`config.mk`:
```
export PLATFORM = sky130hd
export DESIGN_NAME = sram_1p_march_bist
export DESIGN_NICKNAME = d
export VERILOG_FILES = /design/src/rtl/sram_1p_march_bist.sv
export SDC_FILE = /design/constraint.sdc
export NUM_CORES = 1
export LEC_CHECK = 0
export BUFFER_PORTS_ARGS = -buffer_cell sky130_fd_sc_hd__clkbuf_2
export CAP_MARGIN = 20
export CORE_ASPECT_RATIO = 1.1
export CORE_MARGIN = 2
export CORE_UTILIZATION = 47
export DETAILED_ROUTE_END_ITERATION = 10
export HOLD_SLACK_MARGIN = 0.03
export PLACE_DENSITY_LB_ADDON = 0.08
export SETUP_SLACK_MARGIN = 0.1
export SLEW_MARGIN = 5
export SYNTH_ARGS = -nofsm -noshare
export SYNTH_HDL_FRONTEND = slang
export SYNTH_SLANG_ARGS = --single-unit
export TNS_END_PERCENT = 100
```
`constraint.sdc`:
```
create_clock -name A_BIST_CLK -period 3.61 [get_ports A_BIST_CLK]
set_clock_uncertainty 0.2 [all_clocks]
set_input_delay 1.083 -clock A_BIST_CLK [delete_from_list [all_inputs] [get_ports A_BIST_CLK]]
set_output_delay 1.083 -clock A_BIST_CLK [all_outputs]
set_load 0.01 [all_outputs]
```
`src/rtl/sram_1p_march_bist.sv`:
```
// sram_1p_march_bist: March C- BIST engine driving a single-port SRAM BIST port
module sram_1p_march_bist #(
  parameter int P_DATA_WIDTH = 16,
  parameter int P_ADDR_WIDTH = 12,
  parameter int P_STOP_ON_FAIL = 0
) (
  input  logic                    A_BIST_CLK,
  input  logic                    A_BIST_RST,
  input  logic                    START,
  output logic                    BUSY,
  output logic                    DONE,
  output logic                    FAIL,
  output logic [15:0]             FAIL_CNT,
  output logic [P_ADDR_WIDTH-1:0] FAIL_ADDR,
  output logic [P_DATA_WIDTH-1:0] FAIL_EXP,
  output logic [P_DATA_WIDTH-1:0] FAIL_GOT,
  output logic                    A_BIST_EN,
  output logic                    A_BIST_MEN,
  output logic                    A_BIST_WEN,
  output logic                    A_BIST_REN,
  output logic [P_ADDR_WIDTH-1:0] A_BIST_ADDR,
  output logic [P_DATA_WIDTH-1:0] A_BIST_DIN,
  output logic [P_DATA_WIDTH-1:0] A_BIST_BM,
  input  logic [P_DATA_WIDTH-1:0] A_DOUT
);
  localparam logic [3:0] S_IDLE  = 4'd0;
  localparam logic [3:0] S_M0    = 4'd1;
  localparam logic [3:0] S_M1    = 4'd2;
  localparam logic [3:0] S_M2    = 4'd3;
  localparam logic [3:0] S_M3    = 4'd4;
  localparam logic [3:0] S_M4    = 4'd5;
  localparam logic [3:0] S_M5    = 4'd6;
  localparam logic [3:0] S_DRAIN = 4'd7;
  localparam logic [3:0] S_DONE  = 4'd8;
  localparam logic [P_ADDR_WIDTH-1:0] A_ONE = P_ADDR_WIDTH'(1);
  logic [3:0] st_q, st_d;
  logic [P_ADDR_WIDTH-1:0] addr_q, addr_d, ao_q, ao_d, ca_q, fa_q;
  logic ph_q, ph_d, busy_q, busy_d, done_q, done_d;
  logic men_q, men_d, wen_q, wen_d, ren_q, ren_d, dat_q, dat_d;
  logic cv_q, fail_q;
  logic [P_DATA_WIDTH-1:0] ce_q, fe_q, fg_q;
  logic [15:0] cnt_q;
  logic march, two, down, last_a, mis, stop, start, op_d, rd_d;
  // Sequencer state (st/addr/ph) names the op to present next; port pins are registered from it.
  always_comb begin
    march  = st_q >= S_M0 && st_q <= S_M5;
    two    = st_q >= S_M1 && st_q <= S_M4;
    down   = st_q == S_M3 || st_q == S_M4;
    last_a = down ? addr_q == '0 : &addr_q;
    mis    = cv_q && (A_DOUT != ce_q);
    stop   = P_STOP_ON_FAIL != 0 && mis;
    start  = START && (st_q == S_IDLE || st_q == S_DONE);
    st_d   = st_q;
    addr_d = addr_q;
    ph_d   = ph_q;
    if (start) begin
      st_d   = S_M0;
      addr_d = '0;
      ph_d   = 1'b0;
    end else if (stop) begin
      st_d = S_DONE;
    end else if (march) begin
      if (two && !ph_q) begin
        ph_d = 1'b1;
      end else begin
        ph_d = 1'b0;
        if (last_a) begin
          st_d   = st_q + 4'd1;
          addr_d = (st_q == S_M2 || st_q == S_M3) ? '1 : '0;
        end else begin
          addr_d = down ? addr_q - A_ONE : addr_q + A_ONE;
        end
      end
    end else if (st_q == S_DRAIN) begin
      st_d = S_DONE;
    end
    op_d   = st_d >= S_M0 && st_d <= S_M5;
    rd_d   = op_d && st_d != S_M0 && !ph_d;
    men_d  = op_d;
    wen_d  = op_d && !rd_d;
    ren_d  = rd_d;
    ao_d   = op_d ? addr_d : '0;
    dat_d  = op_d && (ph_d ? (st_d == S_M1 || st_d == S_M3) : (st_d == S_M2 || st_d == S_M4));
    busy_d = st_d >= S_M0 && st_d <= S_DRAIN;
    done_d = st_d == S_DONE;
  end
  always_ff @(posedge A_BIST_CLK) begin
    if (A_BIST_RST) begin
      st_q   <= S_IDLE;
      addr_q <= '0;
      ph_q   <= 1'b0;
      ao_q   <= '0;
      busy_q <= 1'b0;
      done_q <= 1'b0;
      men_q  <= 1'b0;
      wen_q  <= 1'b0;
      ren_q  <= 1'b0;
      dat_q  <= 1'b0;
      cv_q   <= 1'b0;
      ce_q   <= '0;
      ca_q   <= '0;
      fail_q <= 1'b0;
      cnt_q  <= '0;
      fa_q   <= '0;
      fe_q   <= '0;
      fg_q   <= '0;
    end else begin
      st_q   <= st_d;
      addr_q <= addr_d;
      ph_q   <= ph_d;
      ao_q   <= ao_d;
      busy_q <= busy_d;
      done_q <= done_d;
      men_q  <= men_d;
      wen_q  <= wen_d;
      ren_q  <= ren_d;
      dat_q  <= dat_d;
      cv_q   <= ren_q && !stop;
      ce_q   <= {P_DATA_WIDTH{dat_q}};
      ca_q   <= ao_q;
      if (start) begin
        fail_q <= 1'b0;
        cnt_q  <= '0;
        fa_q   <= '0;
        fe_q   <= '0;
        fg_q   <= '0;
      end else if (mis) begin
        fail_q <= 1'b1;
        cnt_q  <= cnt_q + 16'(cnt_q != 16'hFFFF);
        if (!fail_q) begin
          fa_q <= ca_q;
          fe_q <= ce_q;
          fg_q <= A_DOUT;
        end
      end
    end
  end
  assign BUSY        = busy_q;
  assign DONE        = done_q;
  assign FAIL        = fail_q;
  assign FAIL_CNT    = cnt_q;
  assign FAIL_ADDR   = fa_q;
  assign FAIL_EXP    = fe_q;
  assign FAIL_GOT    = fg_q;
  assign A_BIST_EN   = busy_q;
  assign A_BIST_MEN  = men_q;
  assign A_BIST_WEN  = wen_q;
  assign A_BIST_REN  = ren_q;
  assign A_BIST_ADDR = ao_q;
  assign A_BIST_DIN  = {P_DATA_WIDTH{dat_q}};
  assign A_BIST_BM   = {P_DATA_WIDTH{men_q}};
endmodule

```
# Word-level counts from Yosys, hierarchy flattened
# Cells that the tools add are included.
# totals
ff_bits	95
input_bits	19
# classes
addsub	4
magnitude_cmp	7
eq_ne	13
mux	16
bitwise	2
n_reduce_logical	25
# ops
operator	n
12-bit two-way mux	6
4-bit by 3-bit == test with 1-bit output (second input constant)	5
4-bit two-way mux	5
16-bit by 1-bit adder with 16-bit output	1
4-bit by 3-bit less-or-equal comparator with 1-bit output (second input constant)	4
16-bit != test	1
16-bit != test (second input constant)	1
12-bit by 1-bit adder with 12-bit output (second input constant)	1
4-bit by 2-bit == test with 1-bit output (second input constant)	3
12-bit zero test	1
12-bit AND reduction	1
12-bit by 1-bit subtractor with 12-bit output (second input constant)	1
1-bit logical AND	11
4-bit == test (second input constant)	2
4-bit by 1-bit >= comparator with 1-bit output (second input constant)	2
1-bit logical OR	5
1-bit two-way mux	5
4-bit by 1-bit adder with 4-bit output (second input constant)	1
4-bit by 2-bit >= comparator with 1-bit output (second input constant)	1
4-bit zero test	1
4-bit by 1-bit != test with 1-bit output (second input constant)	1
2-bit OR reduction	2
1-bit zero test	3
1-bit NOT	2
2-bit AND reduction	1

# Depth between registers and ports, before layout
# Gate-level depths: netlist of run 1.
# logic_depth
depth_word	13
ltp_mapped	12
ltp_nobuf	12

# Least setup slack after synthesis of run 1
# OpenSTA, ideal clock, no wires.
# synth_timing
path_type	reg2reg
from	register st_q[1]
to	register ao_q[11], in the netlist A_BIST_ADDR[11]
setup_ns	0.080
t_arrival_ns	3.334
required_time_ns	3.330
path_slack_ns	-0.003
path_stages_with_launch	13
path_buffers	0
synth_period_minus_slack_ns	3.613
path_cell_list	dfxtp_1 -> inv_1 -> ha_1 -> o21ai_4 -> inv_1 -> ha_1 -> a211oi_1 -> o21ai_0 -> a2111oi_0 -> o21ai_0 -> a311oi_1 -> a41oi_1 -> a211oi_2
# synth_via
elab_chain_cells	11
word_cells_on_any_way	35
cone_classes	1 x add/sub; 6 x order compare; 5 x eq/ne; 12 x mux; 1 x bitwise; 10 x reduce/logical
# synth_lines
element	line	rtl
from (decl)	36	logic [3:0] st_q, st_d;
from (signal assigned)	108	st_q <= st_d;
parallel branches: the longest is 11 deep, another holds 4-bit by 1-bit adder with 4-bit output	-	
to (signal assigned)	111	ao_q <= ao_d;
to (decl)	37	logic [P_ADDR_WIDTH-1:0] addr_q, addr_d, ao_q, ao_d, ca_q, fa_q;
# Parallel ways; which one is timed is not known.
# A chain may end at the register's enable or synchronous reset.

# Worst setup path in the final report of run 1
# layout_timing
from	register st_q[0]
to	register addr_q[10]
# layout_via
elab_chain_cells	7
word_cells_on_any_way	23
cone_classes	4 x order compare; 4 x eq/ne; 7 x mux; 8 x reduce/logical
# layout_lines
element	line	rtl
4-bit by 3-bit == test with 1-bit output, or another cell as far along	48, 69	
1-bit logical OR (on tied branches)	48, 69	
12-bit two-way mux, or another cell as far along	71	addr_d = down ? addr_q - A_ONE : addr_q + A_ONE;
12-bit two-way mux	67	if (last_a) begin
12-bit two-way mux	63	if (two && !ph_q) begin
12-bit two-way mux	62	end else if (march) begin
12-bit two-way mux *	56	if (start) begin
to (signal assigned)	109	addr_q <= addr_d;
to (decl)	37	
# Mark *: on every way between the ends. The rest lies on a longest branch, timed or not.

==> results of run 1 <==
## kinds of logic after synthesis
group	count (synthesis)	synth area share, %
compound gates	79	13.0
xor+xnor	18	3.34
fa+ha+maj	18	4.93
buf+inv	78	10.4
flops	95	40.3
mux	36	8.01
simple gates	179	20.0
## area by class of cell
type | count | area share (%)
Clock buffer | 10 | 2.38
Clock inverter | 4 | 0.911
Inverter | 10 | 0.701
Multi-Input combinational cell | 330 | 44.1
Sequential cell | 95 | 35.5
Tap cell | 120 | 2.80
Timing Repair Buffer | 138 | 13.6
## sequential cells by signal, summed over array words and instances (netlist names), 4 cells and up
name / count
FAIL_GOT: 16
st_q: 4
FAIL_CNT: 16
addr_q: 12
ca_q: 12
A_BIST_ADDR: 12
FAIL_ADDR: 12
## power groups by stage
stage          clock network, mW  registers (mW)  logic, mW
3_3_place_gp                   0            1.09      0.181
5_1_grt                    0.730            1.07      0.196
4_1_cts                    0.691            1.07      0.181
3_5_place_dp                   0            1.10      0.180
2_1_floorplan                  0            1.10      0.134
6_report                   0.661            1.07      0.180
## per-layer routing
metal | up-vias | global-route usage (%) | share of wire (%)
met4 | 0 | 7.24 | 1.7
met2 | 101 | 30.3 | 46
li1 | 1876 | - | -
met3 | 9 | 3.65 | 5.0
met1 | 1751 | 24.0 | 47
met5 | - | 0 | 0
## repair_timing
item	in CTS	in global routing
pin swaps	1	1
endpoints found under the setup margin	3	19
gates resized for setup	1	8
## cells in the final DEF (no fill, tap or decap), types with 3 or more instances in the layout
master and count:
nor2b_1 21, ha_1 17, or3_1 6, mux2i_1 34
o21ai_0 12, nand3_1 4, a211oi_2 5, inv_1 9
nor2_1 65, o21a_1 6, nor3_1 11, xor2_1 6
xnor2_1 12, a22oi_1 3, clkbuf_8 9, a2111oi_4 3
dfxtp_1 94, nand2_1 21, buf_4 8, nor4_1 8
clkbuf_2 129, and3_1 9, and4_1 3, o21ai_1 4
a21oi_1 23, nand4_1 11
## worst min-delay path by stage
stage | to | slack (ns) | cells past startpoint
2_1_floorplan | FAIL_ADDR[11]$_SDFFE_PP0P_ | 0.24 | 2
3_3_place_gp | ca_q[5]$_SDFF_PP0_ | 0.25 | 1
3_5_place_dp | cv_q$_SDFF_PP0_ | 0.25 | 1
4_1_cts | cv_q$_SDFF_PP0_ | 0.26 | 1
5_1_grt | cv_q$_SDFF_PP0_ | 0.29 | 1
6_report | cv_q$_SDFF_PP0_ | 0.26 | 1
## per-stage QoR
stage               util (%)  cells  setup slack (ns)
CTS                     54.4    707             0.132
finish                  54.7    707             0.307
floorplan                  -    503             0.137
global placement        52.6    693             0.201
global route            54.7    707            0.0555
detailed placement      52.6    693             0.107
==> run_results.csv, run 1 <==
group,metric,value,unit
floorplan,rows,38,
clock_network,numCtsBuffers,9,
global_routing,grt_overflow,0,
timing,hold_violations,0,
floorplan,coreArea,9790,sq um
timing,rsz0062_at_grt,"no",
global_routing,grt_pass1_wl,16100,um
layout,area_growth,13.5,%
detailed_routing,vias_per_cell,5.29,
worst_setup_path,required,3.63,ns
worst_setup_path,critPathTopFamily,"compound AO/OA/AOI/OAI gates",
worst_setup_path,worstReg2RegEnd,"addr_q[10]$_SDFF_PP0_",
clock_network,clock-root-buffer,"clkbuf_8",
detailed_routing,ant_nets,0,
logic_synthesis,synthTopCellsByCount,"dfxtp_1 (95), nor2_1 (65), buf_4 (50), mux2i_1 (34), a21oi_1 (23)",
run,cap_violations,0,
worst_setup_path,crit_path_end,"addr_q[10]$_SDFF_PP0_",
worst_setup_path,critical_path_buf_inv_count,2,
timing,max_slew_margin,27.6,%
layout,multiInputGateArea,2360,sq um
pwr,p_int,1.44,mW
clock_network,cts.sinks,95,
layout,final_nets,621,
logic_synthesis,yosysTopAreaCell,"dfxtp_1",
floorplan,die_w,99.5,um
pwr,power,1.91,mW
clock_network,cts.hold.buffers_added,0,
logic_synthesis,synth_top_area_share,40.3,%
timing,worst_pin_slew,1.08,ns
timing,clock.fmax,0.303,GHz
worst_setup_path,end_kind,"flop",
logic_synthesis,async_flop_share,0,%
global_routing,grt_start_max_net_pins,38,
worst_setup_path,critical_path_class,"reg -> reg",
floorplan,die_area,10900,sq um
worst_setup_path,reg2reg_from,"st_q[0]$_SDFF_PP0_",
timing,setup_viol_count_final,0,
timing,min_period_over_period,91.5,%
worst_setup_path,start_kind,"flop",
detailed_routing,remaining_drc_errors,0,
worst_setup_path,cp_cell_sequence,"inv_1 -> ha_1 -> o21ai_4 -> inv_1 -> ha_1 -> nor2b_1 -> o21ai_1 -> a21boi_0 -> o211a_1 -> o311ai_1 -> mux2i_1 -> nor3_1",
worst_setup_path,cp_max_fo,7,
clock_network,cts_tree,"built",
logic_synthesis,synth_seq_cells,95,
worst_setup_path,critPathLaunch,"st_q[0]$_SDFF_PP0_",
clock_network,clk_latency,0.36,ns
clock_network,clockBufferDepth,2,
status,status,"completed",
clock_network,post-cts-setup-buffer-count,0,
detailed_routing,wl,10000,um
worst_setup_path,cpMaxStageDelayCell,"dfxtp_2",
floorplan,die_y,109,um
layout,antenna_cells,0,
global_routing,antenna_found_initial,0,
logic_synthesis,synth_cell_types,67,
pwr,p_clk_share,34.6,%
pwr,p_leak,2.29,nW
clock_network,htree_levels,3,
timing,hold_ws,0.261,ns
logic_synthesis,syn_inst,503,
detailed_routing,drtPass1Iterations,4,
logic_synthesis,synth_flop_cell,"dfxtp_1",
logic_synthesis,yosysSeqAreaShare,40.3,%
pwr,p_sw,0.474,mW
logic_synthesis,synth_area_per_cell,9.38,sq um
timing,drv_slew,0,
pwr,vdd_ir_drop_max,0.277,mV
place,place.gp.congestion,0.832,
global_routing,grt_pass1_vias,3399,
min_path,min_from,"A_BIST_REN$_SDFF_PP0_",
logic_synthesis,synth.most_common_cell,"dfxtp_1",
detailed_routing,via_count,3737,
worst_setup_path,cp.depth,12,
global_routing,grtUsageTotal,18.5,%
floorplan,start_util,48.1,%
pwr,pwr-share-seq,56.0,%
logic_synthesis,synthTopCellsByArea,"dfxtp_1 (40%), buf_4 (8.0%), mux2i_1 (7.2%)",
worst_setup_path,cp.arrival,3.32,ns
timing,min_period,3.30,ns
detailed_routing,drt-wirelength-per-cell,14.2,um
timing,finalSetupTns,0,ns
layout,seq_area,1900,sq um
pwr,switching_share,24.8,%
logic_synthesis,synth-edff-count,0,
logic_synthesis,yosysWarningCount,0,
layout,fin_area,5350,sq um
logic_synthesis,synthesis.nets,540,
place,dpl.hpwl,7410,um
logic_synthesis,synth_area,4720,sq um
worst_setup_path,r2r_setup_slack,0.31,ns
min_path,holdCritPathClass,"reg -> reg",
layout,fillers,900,
place,dpl_cell_area,5150,sq um
detailed_routing,detail_route.iter0.violations,125,
place,portBuffers,129,
layout,drive_above_1_share,30.5,%
clock_network,path_clk_slew,0.09,ns
worst_setup_path,r2r_cells,12,
worst_setup_path,critical_path.max_stage_delay,0.39,ns
floorplan,ioPinCount,130,
pwr,pwr-share-comb,9.4,%
pwr,powerDensity,357,nW/um^2
Note: power is estimated with default switching activity, not from simulation.
==> inputs of run 2 (changes only) <==
--- a/config.mk
+++ b/config.mk
@@ -12,7 +12,7 @@
 export CORE_UTILIZATION = 47
 export DETAILED_ROUTE_END_ITERATION = 10
 export HOLD_SLACK_MARGIN = 0.03
-export PLACE_DENSITY_LB_ADDON = 0.08
+export PLACE_DENSITY = 0.79
 export SETUP_SLACK_MARGIN = 0.1
 export SLEW_MARGIN = 5
 export SYNTH_ARGS = -nofsm -noshare
==> run_results.csv, run 2 (synthesis gave the netlist of run 1 again) <==
group,metric,value,unit
pwr,p_leak,2.30,nW
floorplan,coreArea,9790,sq um
place,place.gp.congestion,0.964,
worst_setup_path,start_kind,"flop",
detailed_routing,drtPass1Iterations,4,
worst_setup_path,r2r_cells,13,
detailed_routing,detail_route.iter0.violations,209,
min_path,holdCritPathClass,"reg -> reg",
layout,fillers,862,
clock_network,clockBufferDepth,2,
timing,min_period,3.30,ns
floorplan,ioPinCount,130,
clock_network,cts.hold.buffers_added,0,
timing,finalSetupTns,0,ns
worst_setup_path,worstReg2RegEnd,"A_BIST_ADDR[11]$_SDFF_PP0_",
layout,layout_common_cells,"clkbuf_2 (129), dfxtp_1 (95), nor2_1 (65), mux2i_1 (34), a21oi_1 (23)",
clock_network,htree_levels,3,
global_routing,antenna_found_initial,0,
detailed_routing,remaining_drc_errors,0,
floorplan,die_y,109,um
min_path,worstHoldEndpoint,"ca_q[8]$_SDFF_PP0_",
detailed_routing,via_count,3791,
timing,min_period_over_period,91.3,%
run,cap_violations,0,
timing,rsz0062_at_grt,"yes",
timing,max_slew_margin,31.2,%
detailed_routing,wl,10400,um
worst_setup_path,cp.arrival,3.39,ns
global_routing,grt_start_max_net_pins,30,
worst_setup_path,end_kind,"flop",
worst_setup_path,critPathLaunch,"st_q[0]$_SDFF_PP0_",
timing,hold_ws,0.267,ns
global_routing,grt_pass1_wl,16400,um
layout,final_util,54.9,%
layout,drive_above_1_share,30.7,%
floorplan,start_util,48.1,%
worst_setup_path,critical_path_class,"reg -> reg",
worst_setup_path,r2r_setup_slack,0.31,ns
worst_setup_path,required,3.70,ns
floorplan,rows,38,
place,dpl.hpwl,7790,um
min_path,holdPathStages,1,
layout,area_growth,14.1,%
timing,hold_violations,0,
detailed_routing,drt-wirelength-per-cell,14.6,um
global_routing,grtUsageTotal,18.7,%
floorplan,die_w,99.5,um
layout,final_common_cell,"clkbuf_2",
detailed_routing,ant_nets,0,
global_routing,grt_overflow,0,
place,portBuffers,129,
pwr,powerDensity,367,nW/um^2
clock_network,numCtsBuffers,9,
clock_network,cts_tree,"built",
timing,setup_viol_count_final,0,
status,status,"completed",
timing,clock.fmax,0.303,GHz
clock_network,cts.sinks,95,
clock_network,path_clk_slew,0.09,ns
worst_setup_path,reg2reg_from,"st_q[0]$_SDFF_PP0_",
min_path,min_from,"A_BIST_ADDR[8]$_SDFF_PP0_",
detailed_routing,vias_per_cell,5.32,
place,dpl_cell_area,5160,sq um
global_routing,grt_pass1_vias,3516,
floorplan,die_area,10900,sq um
timing,worst_pin_slew,1.03,ns
clock_network,clk_latency,0.36,ns
worst_setup_path,cp_max_fo,6,
timing,drv_slew,0,
clock_network,clock-root-buffer,"clkbuf_8",
layout,final_nets,624,
layout,fin_area,5380,sq um
pwr,vdd_ir_drop_max,0.193,mV
layout,antenna_cells,0,
==> run 2: metrics by stage <==
| step | std cells | total power [mW] | setup WS [ns] |
|---|---|---|---|
| final | 712 | 1.97 | 0.313 |
| after global routing | 712 | 2.05 | 0.0772 |
| after CTS | 712 | 1.99 | 0.279 |
| after detailed placement | 696 | 1.28 | 0.298 |
| after global placement | 696 | 1.27 | 0.412 |
| after floorplan | 503 | 1.23 | 0.137 |
==> run 2: power breakdown <==
part           switching (mW)  internal [mW]
Clock                   0.375          0.346
Combinational           0.115         0.0681
Sequential             0.0116           1.06
==> run 2: worst max-delay path by stage <==
stage	endpoint	slack, ns	cells after the start
floorplan	A_BIST_ADDR[11]$_SDFF_PP0_	0.14	12
global placement	A_BIST_ADDR[11]$_SDFF_PP0_	0.41	13
detailed placement	A_BIST_ADDR[10]$_SDFF_PP0_	0.30	12
CTS	A_BIST_ADDR[11]$_SDFF_PP0_	0.28	12
global route	A_BIST_ADDR[11]$_SDFF_PP0_	0.08	13
finish	A_BIST_ADDR[11]$_SDFF_PP0_	0.31	13
==> run 2: per-layer routing <==
metal | vias to the layer above | track usage [%] | wire length, um
met5 | - | 0 | 0
met4 | 0 | 9.39 | 282
met1 | 1760 | 21.8 | 4390
li1 | 1876 | - | -
met3 | 21 | 3.65 | 589
met2 | 134 | 32.8 | 5140
==> run 2: cell type report <==
| cell class | count | area [sq um] | share of cell area, % |
|---|---|---|---|
| clock buffer | 11 | 141 | 2.63 |
| sequential | 95 | 1900 | 35.3 |
| tap | 120 | 150 | 2.79 |
| clock inverter | 5 | 63.8 | 1.19 |
| inverter | 10 | 37.5 | 0.698 |
| multi-input combinational | 330 | 2350 | 43.7 |
| timing repair buffer | 141 | 736 | 13.7 |
==> run 2: critical path: stages, from the launching register on <==
cell and delay (ns):
dfxtp_1 0.32, buf_4 0.15, ha_1 0.25, o21ai_4 0.16
inv_1 0.11, buf_4 0.18, ha_1 0.32, o21a_1 0.19
o21a_1 0.21, a2111oi_4 0.41, o21ai_1 0.15, a311oi_1 0.27
a41oi_1 0.10, a211oi_2 0.21
==> run 2: repair_timing <==
action / in CTS / in global routing
setup buffers: 0 / 0
resized for setup: 0 / 5
endpoints found under the setup margin: 0 / 6
==> inputs of run 3 (changes only) <==
==> constraint.sdc (replaced) <==
create_clock -name A_BIST_CLK -period 2.75 [get_ports A_BIST_CLK]
set_clock_uncertainty 0.2 [all_clocks]
set_input_delay 0.825 -clock A_BIST_CLK [delete_from_list [all_inputs] [get_ports A_BIST_CLK]]
set_output_delay 0.825 -clock A_BIST_CLK [all_outputs]
set_load 0.01 [all_outputs]
==> run_results.csv, run 3 (synthesis gave the netlist of run 1 again) <==
group,metric,value,unit
clock_network,numCtsBuffers,9,
place,dpl.hpwl,8690,um
place,portBuffers,129,
worst_setup_path,cpMaxStageDelayCell,"a2111oi_4",
worst_setup_path,critical_path.max_stage_delay,0.45,ns
detailed_routing,wl,11700,um
place,place.gp.congestion,0.876,
clock_network,cts_tree,"built",
timing,setup_viol_count_final,18,
timing,worst_pin_slew,1.03,ns
layout,layout_common_cells,"clkbuf_2 (129), dfxtp_1 (90), buf_4 (68), nor2_1 (64), mux2i_1 (33)",
status,violations,"negative setup slack",
clock_network,clockBufferDepth,2,
floorplan,die_w,99.5,um
floorplan,die_area,10900,sq um
timing,hold_violations,0,
worst_setup_path,critPathTopFamily,"compound AO/OA/AOI/OAI gates",
timing,clock.fmax,0.341,GHz
floorplan,start_util,48.1,%
timing,rsz0062_at_grt,"yes",
floorplan,die_y,109,um
pwr,p_sw,0.683,mW
layout,final_common_cell,"clkbuf_2",
global_routing,grt_start_max_net_pins,39,
worst_setup_path,critical_path_buf_inv_count,2,
global_routing,grt_pass1_vias,3903,
pwr,pwr-share-comb,11.9,%
global_routing,antenna_found_initial,0,
layout,final_nets,685,
floorplan,rows,38,
pwr,p_leak,2.64,nW
clock_network,clock-root-buffer,"clkbuf_8",
clock_network,path_clk_slew,0.09,ns
pwr,vdd_ir_drop_max,0.230,mV
detailed_routing,drt-wirelength-per-cell,15.2,um
detailed_routing,remaining_drc_errors,0,
pwr,power,2.64,mW
detailed_routing,drtPass1Iterations,5,
timing,drv_slew,0,
pwr,p_clk_share,34.8,%
place,place_ws,-0.181,ns
clock_network,clk_latency,0.37,ns
timing,max_slew_margin,31.2,%
floorplan,coreArea,9790,sq um
layout,final_cells,773,
timing,min_period_over_period,107,%
run,cap_violations,0,
timing,min_period,2.93,ns
status,status,"finished with violations",
pwr,switching_share,25.9,%
worst_setup_path,cp_max_fo,7,
worst_setup_path,critical_path_class,"reg -> reg",
worst_setup_path,cp_cell_sequence,"inv_4 -> ha_2 -> o21ai_4 -> inv_4 -> ha_4 -> a211oi_4 -> o21ai_2 -> a2111oi_4 -> o21ai_2 -> a311oi_2 -> a41oi_2 -> a211oi_2",
clock_network,htree_levels,3,
global_routing,grt_overflow,0,
layout,final_util,62.9,%
detailed_routing,via_count,4169,
worst_setup_path,end_kind,"flop",
layout,antenna_cells,0,
detailed_routing,ant_nets,0,
clock_network,cts.sinks,95,
pwr,powerDensity,428,nW/um^2
floorplan,ioPinCount,130,
global_routing,grt_pass1_wl,17900,um
layout,area_growth,30.6,%
pwr,pwr-share-seq,53.3,%
worst_setup_path,cp.arrival,3.04,ns
layout,drive_above_1_share,43.3,%
worst_setup_path,start_kind,"flop",
clock_network,cts.hold.buffers_added,0,
timing,fin_ws,-0.185,ns
worst_setup_path,required,2.85,ns
place,dp_cells,746,
pwr,p_int,1.95,mW
detailed_routing,vias_per_cell,5.39,
global_routing,grtUsageTotal,20.7,%
min_path,holdCritPathClass,"reg -> reg",
detailed_routing,detail_route.iter0.violations,293,
run 3: cell count changes in the layout (fill, tap and decap cells not counted), moves of 3 or more:
| cell | change |
|---|---|
| buf_4 | +56 |
| buf_6 | +3 |
| dfxtp_1 | -5 |
| dfxtp_2 | +3 |
| ha_1 | -6 |
| ha_4 | +6 |
| inv_1 | -3 |
| inv_4 | +3 |
| nor3_1 | -3 |
| o21ai_0 | -5 |
| o21ai_2 | +4 |
run 3: power groups by stage:
stage          clock network [mW]  registers (mW)  logic [mW]
6_report                    0.919            1.41       0.312
5_1_grt                     0.989            1.41       0.337
4_1_cts                     0.934            1.40       0.291
3_5_place_dp                    0            1.44       0.287
3_3_place_gp                    0            1.44       0.282
2_1_floorplan                   0            1.44       0.188
run 3: metrics by stage:
stage	area, sq um	hold slack, ns	setup TNS [ns]
2_1_floorplan	4910	0.240	-0.914
3_3_place_gp	5720	0.245	-3.42
3_5_place_dp	5720	0.257	-6.23
4_1_cts	6000	0.265	-0.434
5_1_grt	6160	0.284	-3.55
6_report	6160	0.267	-1.30
run 3: worst reg2reg max path: stages, from the launching register on:
cell and delay (ns):
dfxtp_4 0.37, inv_4 0.05, ha_2 0.20, o21ai_4 0.17, inv_4 0.11, ha_4 0.24, a211oi_4 0.25, o21ai_2 0.12
a2111oi_4 0.45, o21ai_2 0.13, a311oi_2 0.33, a41oi_2 0.08, a211oi_2 0.19
run 3: final cells by class:
cell class / count / area [sq um]
Inverter: 10 / 45.0
Clock buffer: 10 / 128
Timing Repair Buffer: 202 / 1230
Multi-Input combinational cell: 330 / 2630
Sequential cell: 95 / 1910
Tap cell: 120 / 150
Fill cell: 779 / 3630
Clock inverter: 6 / 68.8
run 3: metal layers:
layer	part of all wire, %	vias up	global-route usage, %	routed length [um]
met3	5.6	24	3.85	656
li1	-	2005	-	-
met5	0	-	0	0
met4	2.5	0	10.5	288
met2	52	162	36.9	6110
met1	40	1978	23.7	4670
run 3: worst paths after layout:
check        depth (start not counted)                      start  slack (ns)                         end
max                                 12         st_q[1]$_SDFF_PP0_       -0.18  A_BIST_ADDR[11]$_SDFF_PP0_
min                                  1  A_BIST_ADDR[0]$_SDFF_PP0_        0.27          ca_q[0]$_SDFF_PP0_
max reg2reg                         12         st_q[1]$_SDFF_PP0_       -0.18  A_BIST_ADDR[11]$_SDFF_PP0_
min reg2reg                          1  A_BIST_ADDR[0]$_SDFF_PP0_        0.27          ca_q[0]$_SDFF_PP0_
run 3: repair_timing:
action	4_1_cts	5_1_grt
endpoints found under the setup margin	24	25
pin swaps	5	11
hold endpoints to repair	0	0
resized for setup	11	24
setup buffers	4	7
